$ cat src/rtl/sam_pkg.sv
// Shared definitions for the sequential signed shift-and-accumulate multiplier.
package sam_pkg;

  // Default operand width; the product is twice this wide.
  localparam int unsigned SAM_WIDTH = 32;

  // Controller states: wait for operands, iterate, fix sign, present result.
  typedef enum logic [1:0] {
    IDLE = 2'd0,
    RUN  = 2'd1,
    NEG  = 2'd2,
    DONE = 2'd3
  } state_t;

endpackage : sam_pkg

$ cat src/rtl/sam_step.sv
// One combinational add/shift iteration of the unsigned magnitude multiply.
module sam_step #(
  parameter int unsigned WIDTH = 32
) (
  input  logic [2*WIDTH-1:0] acc,
  input  logic [2*WIDTH-1:0] mcand,
  input  logic [WIDTH-1:0]   mplier,
  output logic [2*WIDTH-1:0] acc_next,
  output logic [2*WIDTH-1:0] mcand_next,
  output logic [WIDTH-1:0]   mplier_next
);

  // Add the shifted multiplicand when the current multiplier bit is set, then shift both.
  always_comb begin
    acc_next = acc;
    if (mplier[0]) begin
      acc_next = acc + mcand;
    end else begin
      acc_next = acc;
    end
    mcand_next  = mcand << 1;
    mplier_next = mplier >> 1;
  end

endmodule : sam_step

$ cat src/rtl/sam_seq_mult.sv
// Sequential signed multiplier: multiplies operand magnitudes one bit per clock,
// then negates the accumulated product when the operand signs differ.
module sam_seq_mult
  import sam_pkg::*;
#(
  parameter int unsigned WIDTH = SAM_WIDTH
) (
  input  logic                 clk,
  input  logic                 rst,
  input  logic                 in_valid,
  output logic                 in_ready,
  input  logic [WIDTH-1:0]     a,
  input  logic [WIDTH-1:0]     b,
  output logic                 out_valid,
  input  logic                 out_ready,
  output logic [2*WIDTH-1:0]   result,
  output logic                 sign
);

  localparam int unsigned        CW       = $clog2(WIDTH);
  localparam logic [CW-1:0]      CNT_LAST = CW'(WIDTH - 1);
  localparam logic [CW-1:0]      CNT_ONE  = CW'(1);
  localparam logic [WIDTH-1:0]   OP_ONE   = {{(WIDTH-1){1'b0}}, 1'b1};
  localparam logic [2*WIDTH-1:0] ACC_ONE  = {{(2*WIDTH-1){1'b0}}, 1'b1};

  state_t               state_r;
  logic [2*WIDTH-1:0]   acc_r;
  logic [2*WIDTH-1:0]   mcand_r;
  logic [WIDTH-1:0]     mplier_r;
  logic [CW-1:0]        cnt_r;
  logic                 sign_r;
  logic                 in_ready_r;
  logic                 out_valid_r;

  logic [WIDTH-1:0]     mag_a_s;
  logic [WIDTH-1:0]     mag_b_s;
  logic [2*WIDTH-1:0]   acc_next_s;
  logic [2*WIDTH-1:0]   mcand_next_s;
  logic [WIDTH-1:0]     mplier_next_s;

  // Unsigned magnitudes of the operands; the most negative value maps to 2^(WIDTH-1) exactly.
  always_comb begin
    mag_a_s = a;
    mag_b_s = b;
    if (a[WIDTH-1]) begin
      mag_a_s = (~a) + OP_ONE;
    end else begin
      mag_a_s = a;
    end
    if (b[WIDTH-1]) begin
      mag_b_s = (~b) + OP_ONE;
    end else begin
      mag_b_s = b;
    end
  end

  sam_step #(
    .WIDTH (WIDTH)
  ) u_step (
    .acc         (acc_r),
    .mcand       (mcand_r),
    .mplier      (mplier_r),
    .acc_next    (acc_next_s),
    .mcand_next  (mcand_next_s),
    .mplier_next (mplier_next_s)
  );

  // Controller FSM with all datapath registers and handshake outputs.
  always_ff @(posedge clk) begin
    if (rst) begin
      state_r     <= IDLE;
      acc_r       <= '0;
      mcand_r     <= '0;
      mplier_r    <= '0;
      cnt_r       <= '0;
      sign_r      <= 1'b0;
      in_ready_r  <= 1'b1;
      out_valid_r <= 1'b0;
    end else begin
      case (state_r)
        IDLE: begin
          if (in_valid && in_ready_r) begin
            mcand_r    <= {{WIDTH{1'b0}}, mag_a_s};
            mplier_r   <= mag_b_s;
            sign_r     <= a[WIDTH-1] ^ b[WIDTH-1];
            acc_r      <= '0;
            cnt_r      <= '0;
            in_ready_r <= 1'b0;
            state_r    <= RUN;
          end
        end
        RUN: begin
          acc_r    <= acc_next_s;
          mcand_r  <= mcand_next_s;
          mplier_r <= mplier_next_s;
          if (cnt_r == CNT_LAST) begin
            // Counter parks at its last value; the step count is fixed.
            state_r <= NEG;
          end else begin
            cnt_r <= cnt_r + CNT_ONE;
          end
        end
        NEG: begin
          if (sign_r) begin
            acc_r <= (~acc_r) + ACC_ONE;
          end
          out_valid_r <= 1'b1;
          state_r     <= DONE;
        end
        DONE: begin
          if (out_ready) begin
            out_valid_r <= 1'b0;
            in_ready_r  <= 1'b1;
            state_r     <= IDLE;
          end
        end
        default: begin
          state_r     <= IDLE;
          in_ready_r  <= 1'b1;
          out_valid_r <= 1'b0;
        end
      endcase
    end
  end

  assign in_ready  = in_ready_r;
  assign out_valid = out_valid_r;
  assign result    = acc_r;
  assign sign      = sign_r;

endmodule : sam_seq_mult

$ cat config.mk
export PLATFORM = sky130hd
export DESIGN_NAME = sam_seq_mult
export DESIGN_NICKNAME = d
export VERILOG_FILES = /design/src/rtl/sam_pkg.sv /design/src/rtl/sam_step.sv /design/src/rtl/sam_seq_mult.sv
export SDC_FILE = /design/constraint.sdc
export NUM_CORES = 1
export LEC_CHECK = 0
export CORE_MARGIN = 3
export CORE_UTILIZATION = 40
export CTS_CLUSTER_DIAMETER = 50
export CTS_CLUSTER_SIZE = 30
export DETAILED_ROUTE_END_ITERATION = 16
export PLACE_DENSITY = 0.73
export SETUP_SLACK_MARGIN = 0.5
export SLEW_MARGIN = 20
export SYNTH_ARGS = -nofsm -noshare
export SYNTH_HDL_FRONTEND = slang
export SYNTH_SLANG_ARGS = --single-unit
$ cat constraint.sdc
create_clock -name clk -period 3.4 [get_ports clk]
set_input_delay 0.51 -clock clk [delete_from_list [all_inputs] [get_ports clk]]
set_output_delay 0.51 -clock clk [all_outputs]
set_load 0.01 [all_outputs]
==> flow_summary.ini <==
[yosys]
synth_compound_area_share_pct = 28.33
syn_area_mm2 = 0.01295
ys_seq_area_share_pct = 26.28
ys_seq_elements = 170
synth_top_family_by_area = compound AO/OA/AOI/OAI gates
synth_area_leaders = dfxtp_1 (26%), nand2_1 (7.9%), ha_1 (7.2%), a21oi_1 (7.0%), o21ai_0 (6.2%)
synth_edf_count = 0
synthesis.nets = 1945
synth_async_sr_flop_share_pct = 0
ys.warnings.count = 0
avgSynthCellArea_um2 = 7.186
syn_inst = 1802
synth.distinct_cells = 72
synth_flop_cell = dfxtp_1
synthSimpleGateAreaFrac_pct = 24.20
synth_xor_area_share_pct = 8.996
synth_top_area_cell = dfxtp_1
yosysTopAreaCellShare_pct = 26.28
synth_fa_ha_area_share_pct = 7.305
synth_mux_area_share_pct = 0.7730

[placement]
placedInstanceArea_mm2 = 0.01571
dp_hpwl_mm = 32.17
numPortBuffers = 134
gp_congestion = 0.9819

[drt]
avgViaCountPerCell = 6.027
drc = 0
wl_per_cell_um = 19.06
wl_mm = 47.28
drt-pass1-iter-count = 9
initialDrtViolationCount = 1485
vias = 14950
ant_nets = 0

[timing]
tightestPinTransition_ns = 0.8854
fin_crit_ns = 3.352
relSlewSlack_pct = 40.79
fmax_mhz = 298.3
period_share_pct = 98.59
slew_viol_final = 0
finalSetupViolations = 0
skew_ns = 0.01150
rsz0062_at_grt = yes
finalHoldViolCount = 0

[floorplanning]
dieArea_mm2 = 0.03457
initial_core_util_pct = 40.82
pin_count = 135
core_area_mm2 = 0.03172
die_height_um = 185.9
die_w_um = 185.9
row_count = 65

[worst_setup_path]
criticalPathCategory = reg2reg
crit_required_ns = 3.68
cp_data_arrival_time_ns = 3.64
r2r-start = result[20]$_SDFFE_PP0P_
crit_path_max_fanout = 4
crit_start = result[20]$_SDFFE_PP0P_
start_kind = flip-flop
endpoint_kind = flip-flop
reg2reg_depth = 9

[power_and_ir_drop]
ir_drop_v = 0.0005443
p_comb_share_pct = 51.9
swShare_pct = 44.28
p_sw_mw = 4.363
seqPwrFrac_pct = 26.5
p_int_mw = 5.491
power_leakage_nw = 7.097
p_per_area_mw_per_mm2 = 542.8
power.share.clock_pct = 21.6

[clocking]
cts_buffers = 17
clock_sinks = 170
clockRootBuffer = clkbuf_16
cts_tree = built
clk_pin_slew_ns = 0.07
cts_max_level = 4
clock_path_buffers = 2
clk_latency_ns = 0.45

[hold_path]
hp-class = reg2reg
min_from = mplier_r[5]$_SDFFE_PP0P_
whs_path_depth = 2

[final_layout]
area_growth_pct = 40.21
final_util_pct = 57.24
drive_gt1_share_pct = 23.44
finalInstanceArea_mm2 = 0.01815
diodes = 0
nets = 2208

[job]
max_cap_violations = 0

[grt]
grt_start_max_net_pins = 73
grt_pass1_wl_mm = 71.14
antenna_found_initial = 0
grt_pass1_vias = 13580
grt_usage_pct = 25.62
grt-ovfl-total = 0

[status]
status = finished, final reports clean
-- final cells by class --
type	count	area [µm²]
fill	2721	13560
multi-input combinational	1493	10320
sequential	170	3491
timing repair buffer	349	3090
tap	402	503.0
clock buffer	18	439.2
clock inverter	14	185.2
inverter	34	127.6
-- kinds of logic (layout without fill, tap and decap cells) --
group	after synthesis	after routing
and+or+nand+nor	682	682
AOI/OAI and AO/OA	593	593
DFF	170	170
buffers and inverters	139	415
xor gates and xnor gates	133	133
adders and majority gates	75	75
muxes	10	10
-- flip-flops by register name (all words and copies together) (netlist names) --
| register | flops |
|---|---|
| state_r | 2 |
| mplier_r | 32 |
| sign | 1 |
| result | 64 |
| mcand_r | 64 |
| cnt_r | 5 |
| out_valid | 1 |
| in_ready | 1 |
-- power groups by stage --
stage | logic [mW] | clock network, mW | registers, mW
floorplan | 2.73 | 0 | 2.50
global placement | 4.07 | 0 | 2.58
detailed placement | 4.18 | 0 | 2.60
CTS | 4.56 | 2.14 | 2.58
global route | 5.47 | 2.22 | 2.64
finish | 5.12 | 2.13 | 2.61
-- repair_timing --
action                                  in CTS  in global routing
endpoints found under the hold margin        0                  0
setup buffers                               52                 24
gates resized for setup                    158                167
endpoints found under the setup margin      50                 59
pin swaps                                   57                 92
hold buffers                                 0                  0
-- cells in the final DEF, fill, tap and decap left out, types with 27 or more instances in the layout --
cell             netlist  layout
nor2_1               180     169
buf_6                  0      33
nand2_1              271     260
a21oi_1              180     164
buf_4                  3     182
o21ai_0              160     128
dfxtp_1              170     124
inv_1                 33      31
xor2_1                72      68
clkdlybuf4s50_1        0     123
a21o_1                31      31
ha_4                   0      27
xnor2_1               61      58
ha_1                  74      39
a22oi_1               59      59
dfxtp_2                0      34
nor3_1                51      40
-- synth_stat cells (27+ instances only) --
cell and n:
or3_1 27, clkbuf_1 88, xor2_1 72, nand2_1 271
o21ai_0 160, nand3_1 28, ha_1 74, nor3_1 51
nor2_1 180, xnor2_1 61, a22oi_1 59, a21oi_1 180
a21o_1 31, dfxtp_1 170, inv_1 33
-- layer usage --
layer,vias to the layer above,track usage (%),wire (µm)
met5,-,0,0
li1,7060,-,-
met2,710,42.19,21800
met4,0,10.40,2162
met3,157,4.651,3798
met1,7020,33.19,19520
-- critical path: stages (launching register included) --
cell,delay (ns)
dfxtp_2,0.32
or4_4,0.53
or4_4,0.58
or3_4,0.39
nor2_4,0.14
nand2_4,0.09
or3_4,0.37
or3_1,0.34
a222oi_1,0.35
nor3_1,0.09
-- worst paths after layout --
path,to,slack [ns]
worst max register to register,result[45]$_SDFFE_PP0P_,0.05
worst min register to register,mplier_r[5]$_SDFFE_PP0P_,0.45
worst max-delay path,result[45]$_SDFFE_PP0P_,0.05
worst min-delay path,mplier_r[5]$_SDFFE_PP0P_,0.45
-- through the flow --
step | total power, mW | hold WS [ns] | std cells | TNS [ns] | setup slack, ns
after floorplan | 5.235 | 0.4312 | 1802 | 0 | 0.1417
after global placement | 6.654 | 0.4372 | 2372 | -0.7517 | -0.3312
after detailed placement | 6.773 | 0.4449 | 2372 | -0.9368 | -0.3652
after CTS | 9.279 | 0.4408 | 2456 | 0 | 0.08646
after global routing | 10.34 | 0.4522 | 2480 | 0 | 0.01719
final | 9.854 | 0.4525 | 2480 | 0 | 0.04800
No activity file was read; power rests on OpenSTA's default activity.
